## src/rtl/priority_fifo_pkg.sv

```systemverilog
// Shared definitions for the priority_fifo ingress path: default payload width,
// priority encoding on the FIFO write port, arbiter states, saturating counter helper.
// Pure declarations, no logic; no latency or backpressure of its own.
package priority_fifo_pkg;

   localparam int DEFAULT_DATA_W = 8;

   // Encoding of priority_in on the FIFO write port
   localparam logic PRIO_LO = 1'b0;
   localparam logic PRIO_HI = 1'b1;

   typedef enum logic {
      HI_PREF  = 1'b0,
      LO_FORCE = 1'b1
   } arb_state_t;

   function automatic logic [15:0] sat_inc16(input logic [15:0] v);
      return (v == 16'hFFFF) ? v : v + 16'd1;
   endfunction

endpackage

```

## src/rtl/ingress_skid2.sv

```systemverilog
// 2-entry valid/ready FIFO skid buffer for one producer channel.
// Latency: a word accepted on edge N is visible at out_data from edge N (head) onward.
// Backpressure: in_ready depends only on registered occupancy (low when 2 entries held).
//
// Ports:
//   clk, reset        clock, asynchronous active-low reset
//   in_valid/in_data  producer side; transfer on in_valid & in_ready
//   in_ready          occupancy < 2
//   out_valid         buffer non-empty
//   out_data          head-of-line word
//   pop               consumer removes the head word (ignored when empty)
module ingress_skid2
   import priority_fifo_pkg::*;
#(
   parameter int DATA_W = DEFAULT_DATA_W
) (
   input  logic              clk,
   input  logic              reset,
   input  logic              in_valid,
   input  logic [DATA_W-1:0] in_data,
   output logic              in_ready,
   output logic              out_valid,
   output logic [DATA_W-1:0] out_data,
   input  logic              pop
);

   logic [DATA_W-1:0] mem [2];
   logic              wr_ptr;
   logic              rd_ptr;
   logic [1:0]        count;
   logic              push;
   logic              do_pop;

   assign in_ready  = (count != 2'd2);
   assign out_valid = (count != 2'd0);
   assign out_data  = mem[rd_ptr];

   assign push   = in_valid & in_ready;
   assign do_pop = pop & out_valid;

   always_ff @(posedge clk or negedge reset) begin
      if (!reset) begin
         wr_ptr <= 1'b0;
         rd_ptr <= 1'b0;
         count  <= 2'd0;
         for (int i = 0; i < 2; i++) begin
            mem[i] <= '0;
         end
      end else begin
         if (push) begin
            mem[wr_ptr] <= in_data;
            wr_ptr      <= ~wr_ptr;
         end
         if (do_pop) begin
            rd_ptr <= ~rd_ptr;
         end
         // push and pop together leave occupancy unchanged
         case ({push, do_pop})
            2'b10:   count <= count + 2'd1;
            2'b01:   count <= count - 2'd1;
            default: count <= count;
         endcase
      end
   end

endmodule

```

## src/rtl/priority_fifo_ingress.sv

```systemverilog
// Merges a high- and a low-priority valid/ready stream into the priority_fifo write port.
// Latency: accepted at edge N, loaded to the output register at N+1, write_en during cycle N+1.
// Backpressure: fifo_full holds the output register; skid buffers fill, then x_ready drops.
//
// Ports:
//   clk, reset                 clock, asynchronous active-low reset
//   hi_valid/hi_data/hi_ready  high-priority producer handshake
//   lo_valid/lo_data/lo_ready  low-priority producer handshake
//   fifo_full                  FIFO full flag
//   fifo_write_en/fifo_data/fifo_priority  FIFO write port (priority 1 = high)
//   hi_grants/lo_grants        saturating counts of words written per priority
module priority_fifo_ingress
   import priority_fifo_pkg::*;
#(
   parameter int DATA_W       = DEFAULT_DATA_W,
   parameter int HI_BURST_MAX = 4
) (
   input  logic              clk,
   input  logic              reset,
   input  logic              hi_valid,
   input  logic [DATA_W-1:0] hi_data,
   output logic              hi_ready,
   input  logic              lo_valid,
   input  logic [DATA_W-1:0] lo_data,
   output logic              lo_ready,
   input  logic              fifo_full,
   output logic              fifo_write_en,
   output logic [DATA_W-1:0] fifo_data,
   output logic              fifo_priority,
   output logic [15:0]       hi_grants,
   output logic [15:0]       lo_grants
);

   localparam logic [3:0] BURST_LIMIT = 4'(HI_BURST_MAX);

   logic              hi_buf_vld;
   logic [DATA_W-1:0] hi_buf_dat;
   logic              lo_buf_vld;
   logic [DATA_W-1:0] lo_buf_dat;
   logic              pop_hi;
   logic              pop_lo;

   logic              grant_hi;
   logic              load;
   arb_state_t        state_q;
   arb_state_t        state_d;
   logic [3:0]        burst_q;
   logic [3:0]        burst_d;
   logic [3:0]        burst_inc;

   logic              out_vld_q;
   logic [DATA_W-1:0] out_dat_q;
   logic              out_prio_q;
   logic [15:0]       hi_grants_q;
   logic [15:0]       lo_grants_q;

   ingress_skid2 #(.DATA_W(DATA_W)) u_hi_skid (
      .clk       (clk),
      .reset     (reset),
      .in_valid  (hi_valid),
      .in_data   (hi_data),
      .in_ready  (hi_ready),
      .out_valid (hi_buf_vld),
      .out_data  (hi_buf_dat),
      .pop       (pop_hi)
   );

   ingress_skid2 #(.DATA_W(DATA_W)) u_lo_skid (
      .clk       (clk),
      .reset     (reset),
      .in_valid  (lo_valid),
      .in_data   (lo_data),
      .in_ready  (lo_ready),
      .out_valid (lo_buf_vld),
      .out_data  (lo_buf_dat),
      .pop       (pop_lo)
   );

   // Only combinational input-to-output path in the block
   assign fifo_write_en = out_vld_q & ~fifo_full;
   assign fifo_data     = out_dat_q;
   assign fifo_priority = out_prio_q;
   assign hi_grants     = hi_grants_q;
   assign lo_grants     = lo_grants_q;

   // Output register takes a new word when it is empty or being drained this cycle
   assign load   = (~out_vld_q | fifo_write_en) & (hi_buf_vld | lo_buf_vld);
   assign pop_hi = load & grant_hi;
   assign pop_lo = load & ~grant_hi;

   assign burst_inc = burst_q + 4'd1;

   always_comb begin
      grant_hi = 1'b0;
      if (state_q == HI_PREF) begin
         grant_hi = hi_buf_vld;
      end else begin
         grant_hi = ~lo_buf_vld;
      end
   end

   // Burst counter tracks high grants made while a low word sits waiting.
   // The switch to LO_FORCE uses the incremented value so that the low word
   // is served right after exactly HI_BURST_MAX high grants.
   always_comb begin
      state_d = state_q;
      burst_d = burst_q;
      if (!lo_buf_vld) begin
         burst_d = '0;
      end
      if (load) begin
         if (state_q == LO_FORCE) begin
            state_d = HI_PREF;
            burst_d = '0;
         end else if (grant_hi) begin
            if (lo_buf_vld) begin
               burst_d = burst_inc;
               if (burst_inc == BURST_LIMIT) begin
                  state_d = LO_FORCE;
               end
            end
         end else begin
            burst_d = '0;
         end
      end
   end

   always_ff @(posedge clk or negedge reset) begin
      if (!reset) begin
         state_q <= HI_PREF;
         burst_q <= '0;
      end else begin
         state_q <= state_d;
         burst_q <= burst_d;
      end
   end

   always_ff @(posedge clk or negedge reset) begin
      if (!reset) begin
         out_vld_q  <= 1'b0;
         out_dat_q  <= '0;
         out_prio_q <= PRIO_LO;
      end else if (load) begin
         out_vld_q  <= 1'b1;
         out_dat_q  <= grant_hi ? hi_buf_dat : lo_buf_dat;
         out_prio_q <= grant_hi ? PRIO_HI : PRIO_LO;
      end else if (fifo_write_en) begin
         out_vld_q  <= 1'b0;
      end
   end

   always_ff @(posedge clk or negedge reset) begin
      if (!reset) begin
         hi_grants_q <= '0;
         lo_grants_q <= '0;
      end else if (fifo_write_en) begin
         if (out_prio_q == PRIO_HI) begin
            hi_grants_q <= sat_inc16(hi_grants_q);
         end else begin
            lo_grants_q <= sat_inc16(lo_grants_q);
         end
      end
   end

endmodule

```

## config.mk

```make
export PLATFORM = sky130hd
export DESIGN_NAME = priority_fifo_ingress
export DESIGN_NICKNAME = d
export VERILOG_FILES = /design/src/rtl/priority_fifo_pkg.sv /design/src/rtl/ingress_skid2.sv /design/src/rtl/priority_fifo_ingress.sv
export SDC_FILE = /design/constraint.sdc
export NUM_CORES = 1
export LEC_CHECK = 0
export CAP_MARGIN = 30
export CORE_ASPECT_RATIO = 0.6
export CORE_MARGIN = 5
export CORE_UTILIZATION = 49
export DETAILED_ROUTE_END_ITERATION = 16
export PLACE_DENSITY = 0.87
export SLEW_MARGIN = 15
export SYNTH_ARGS = -nofsm -noshare
export SYNTH_HDL_FRONTEND = slang
export SYNTH_SLANG_ARGS = --single-unit
```

## constraint.sdc

```tcl
create_clock -name clk -period 1.65 [get_ports clk]
set_input_delay 0.4125 -clock clk [delete_from_list [all_inputs] [get_ports clk]]
set_output_delay 0.4125 -clock clk [all_outputs]
set_load 0.01 [all_outputs]
```

==> flow_summary.json <==
{
  "outcome": "finished with violations",
  "violations": "setup timing",
  "ir_worst_vdd_v": 0.00104,
  "hold_viol": 0,
  "n_antenna_cell": 0,
  "synth_mux_area_frac": 0.165,
  "crit_family": "flip-flops",
  "fin_ws_ns": -0.0728,
  "rr_worst_depth": 7,
  "r2r_slack_ns": -0.07,
  "synth_fa_ha_area_frac": 0.0181,
  "p_clk_frac": 0.201,
  "vias": 3198,
  "ys_async_sr_fraction": 1.00,
  "dpl-instance-area_mm2": 0.00525,
  "synth_warnings": 0,
  "crit_fanout": 3,
  "worstPathRequired_ns": 1.90,
  "antenna_found_initial": 0,
  "path_depth": 7,
  "ioPinCount": 65,
  "ys_ff_latch": 87,
  "p_sw_frac": 0.340,
  "grt_pass1_vias": 3334,
  "grt_max_degree": 60,
  "fillers": 559,
  "yosys.cell_types.count": 54,
  "coreArea_mm2": 0.00839,
  "clk_pin_slew_ns": 0.06,
  "critPathKind": "reg2reg",
  "syn_to_final_growth_pct": 42.2,
  "fin_area_mm2": 0.00591,
  "avgSynthCellArea_um2": 12.6,
  "cap_viol_max_count": 0,
  "fp.dieArea_mm2": 0.0105,
  "drc": 0,
  "synth_xor_area_frac": 0.0800,
  "drive_above_1_share": 0.383,
  "synth_enable_flop_cells": 0,
  "path_cells": "buf_6 -> o31a_1 -> and2_4 -> ha_4 -> xnor2_2 -> nor2_2 -> xor2_1",
  "die_h_um": 81.4,
  "cp-end-kind": "register",
  "cts_tree": "yes",
  "slew_headroom": 0.619,
  "power_density_mw_per_mm2": 1710,
  "p_comb_frac": 0.435,
  "cts_htree_levels": 3,
  "rows": 26,
  "hpwlAfterDp_mm": 7.31,
  "start_kind": "register",
  "drt_iter0_markers": 281,
  "ys.flop_type": "dfrtp_1",
  "yosysSeqAreaShare": 0.524,
  "hold_buffers": 0,
  "drtAntennaViolNets": 0,
  "clk_latency_ns": 0.34,
  "gp_congestion": 0.819,
  "drt-total-wl_mm": 11.0,
  "maxSlewViolCount": 0,
  "syn_area_mm2": 0.00416,
  "rsz0062_at_grt": "yes",
  "fin_nets": 490,
  "grt_first_pass_wirelength_mm": 17.2,
  "tightestPinTransition_ns": 0.571,
  "initial_core_util": 0.495,
  "leakagePower_nw": 2.81,
  "synthesis.nets": 358,
  "post_drt_wl_per_cell_um": 19.0,
  "critPathMaxStageDelay_ns": 0.40,
  "placed_cells": 540,
  "clock.fmax_mhz": 580,
  "viasPerCell": 5.52,
  "seqCellArea_mm2": 0.00218,
  "synth_top_family_by_area": "multiplexers",
  "cts_buffer_depth": 2,
  "cts-root-buf": "clkbuf_16",
  "final_cell_count_no_fill": 579,
  "grtUsageTotal": 0.212,
  "synth_simple_gate_area_frac": 0.155,
  "grt_overflow": 0,
  "period_needed_ns": 1.72,
  "final-setup-viol-count": 7,
  "die_w_um": 129,
  "cts_made_buffers": 9,
  "hp-class": "in2async",
  "seqPwrFrac": 0.364,
  "timing.final.crit_share": 1.04,
  "power_switching_mw": 3.43,
  "arrival_ns": 1.97,
  "syn_inst": 331,
  "intPower_mw": 6.66,
  "clock_skew_ns": 0.0111,
  "synth_compound_area_frac": 0.0466,
  "slowest_stage": "dfrtp_1",
  "portBuffers": 64,
  "path_buf_inv": 1,
  "cts_sinks": 87,
  "multi_input_area_mm2": 0.00213,
  "drt_pre_antenna_iters": 4,
  "fin_util": 0.705
}
-- logic make-up after synthesis --
kind of cell    Yosys count
fa+ha+maj                 6
simple gates             99
buf+inv                   9
compound gates           29
mux                      63
xor+xnor                 38
flops                    87
-- power by group through the flow --
stage / clock network (mW) / registers (mW) / logic, mW
floorplan: 0 / 3.59 / 2.13
global placement: 0 / 3.62 / 3.60
detailed placement: 0 / 3.68 / 3.80
CTS: 2.06 / 3.63 / 3.96
global route: 2.17 / 3.76 / 4.71
finish: 2.03 / 3.68 / 4.39
-- placed cells by master, fill, tap and decap left out, drive strengths merged, types with 2 or more instances in the layout --
master / count
nor3: 5
clkinvlp: 2
nand3: 14
a21o: 2
nor2: 17
and3: 4
and2: 7
xnor2: 23
clkinv: 2
nand2b: 2
xor2: 15
ha: 6
clkbuf: 11
nand4: 10
nor4: 6
mux2i: 21
mux2: 42
dlygate4sd2: 37
o21ai: 7
dlymetal6s2s: 5
a21oi: 10
clkdlybuf4s50: 18
nor3b: 2
inv: 3
nand2: 19
dfrtp: 87
a22oi: 2
buf: 66
and4: 6
-- area by class of cell --
class,count,share of cell area
Clock buffer,10,0.0404
Inverter,3,0.00190
Timing Repair Buffer,127,0.194
Tap cell,112,0.0237
Multi-Input combinational cell,235,0.361
Sequential cell,87,0.369
Clock inverter,5,0.00994
-- registers in the layout, summed over array words and instances (netlist names), 2 cells and up --
signal,flops
burst_q,4
fifo_data,8
hi_grants,16
lo_grants,16
u_hi_skid.count,2
u_hi_skid.mem,16
u_lo_skid.count,2
u_lo_skid.mem,16
-- cells in the mapped netlist (3+ instances only) --
cell type  instances  share of area
and3_1             4         0.0060
nand3_1           11          0.013
a21oi_1            9          0.011
inv_1              3         0.0027
xor2_1            15          0.032
mux2_2            41           0.11
o21ai_0            6         0.0072
mux2i_1           21          0.051
dfrtp_1           87           0.52
and2_1             5         0.0075
nor4_1             3         0.0045
xnor2_1           23          0.048
nor4_4             3          0.015
ha_1               6          0.018
buf_2              3         0.0036
nor2_1            15          0.014
nand2_1           18          0.016
and4_1             4         0.0084
nor3_1             5         0.0060
nand4_1            9          0.014
-- per-layer routing --
metal | routed length [um] | part of all wire | track usage | vias to the layer above
met5 | 0 | 0 | 0 | -
met4 | 173 | 0.016 | 0.0451 | 0
met3 | 566 | 0.052 | 0.0749 | 22
met2 | 5340 | 0.49 | 0.348 | 101
met1 | 4890 | 0.45 | 0.274 | 1616
li1 | - | - | - | 1459
-- what timing repair did --
item	4_1_cts	5_1_grt
gates resized for setup	71	42
pin swaps	5	11
buffers inserted	14	10
endpoints found under the setup margin	52	40
-- through the flow --
stage	TNS (ns)	hold slack [ns]	total power [mW]	worst slack (ns)
floorplan	0	0.117	5.72	0.0140
global placement	-13.20	0.428	7.22	-0.365
detailed placement	-15.50	0.438	7.48	-0.462
CTS	-0.154	0.0742	9.65	-0.0811
global route	-0.682	0.0893	10.6	-0.103
finish	-0.283	0.0525	10.1	-0.0728
-- path summary, 6_finish.rpt --
| kind | from | to |
|---|---|---|
| worst max-delay path | u_hi_skid.count[0]$_DFFE_PN0P_ | u_hi_skid.count[1]$_DFFE_PN0P_ |
| worst min-delay path | reset | fifo_data[3]$_DFFE_PN0N_ |
| min in group clk | fifo_data[2]$_DFFE_PN0N_ | fifo_data[2]$_DFFE_PN0N_ |
| worst min register to register | fifo_data[2]$_DFFE_PN0N_ | fifo_data[2]$_DFFE_PN0N_ |
| max in group asynchronous | reset | lo_grants[14]$_DFFE_PN0P_ |
| worst max register to register | u_hi_skid.count[0]$_DFFE_PN0P_ | u_hi_skid.count[1]$_DFFE_PN0P_ |
Power figures use the tool's default switching activity.
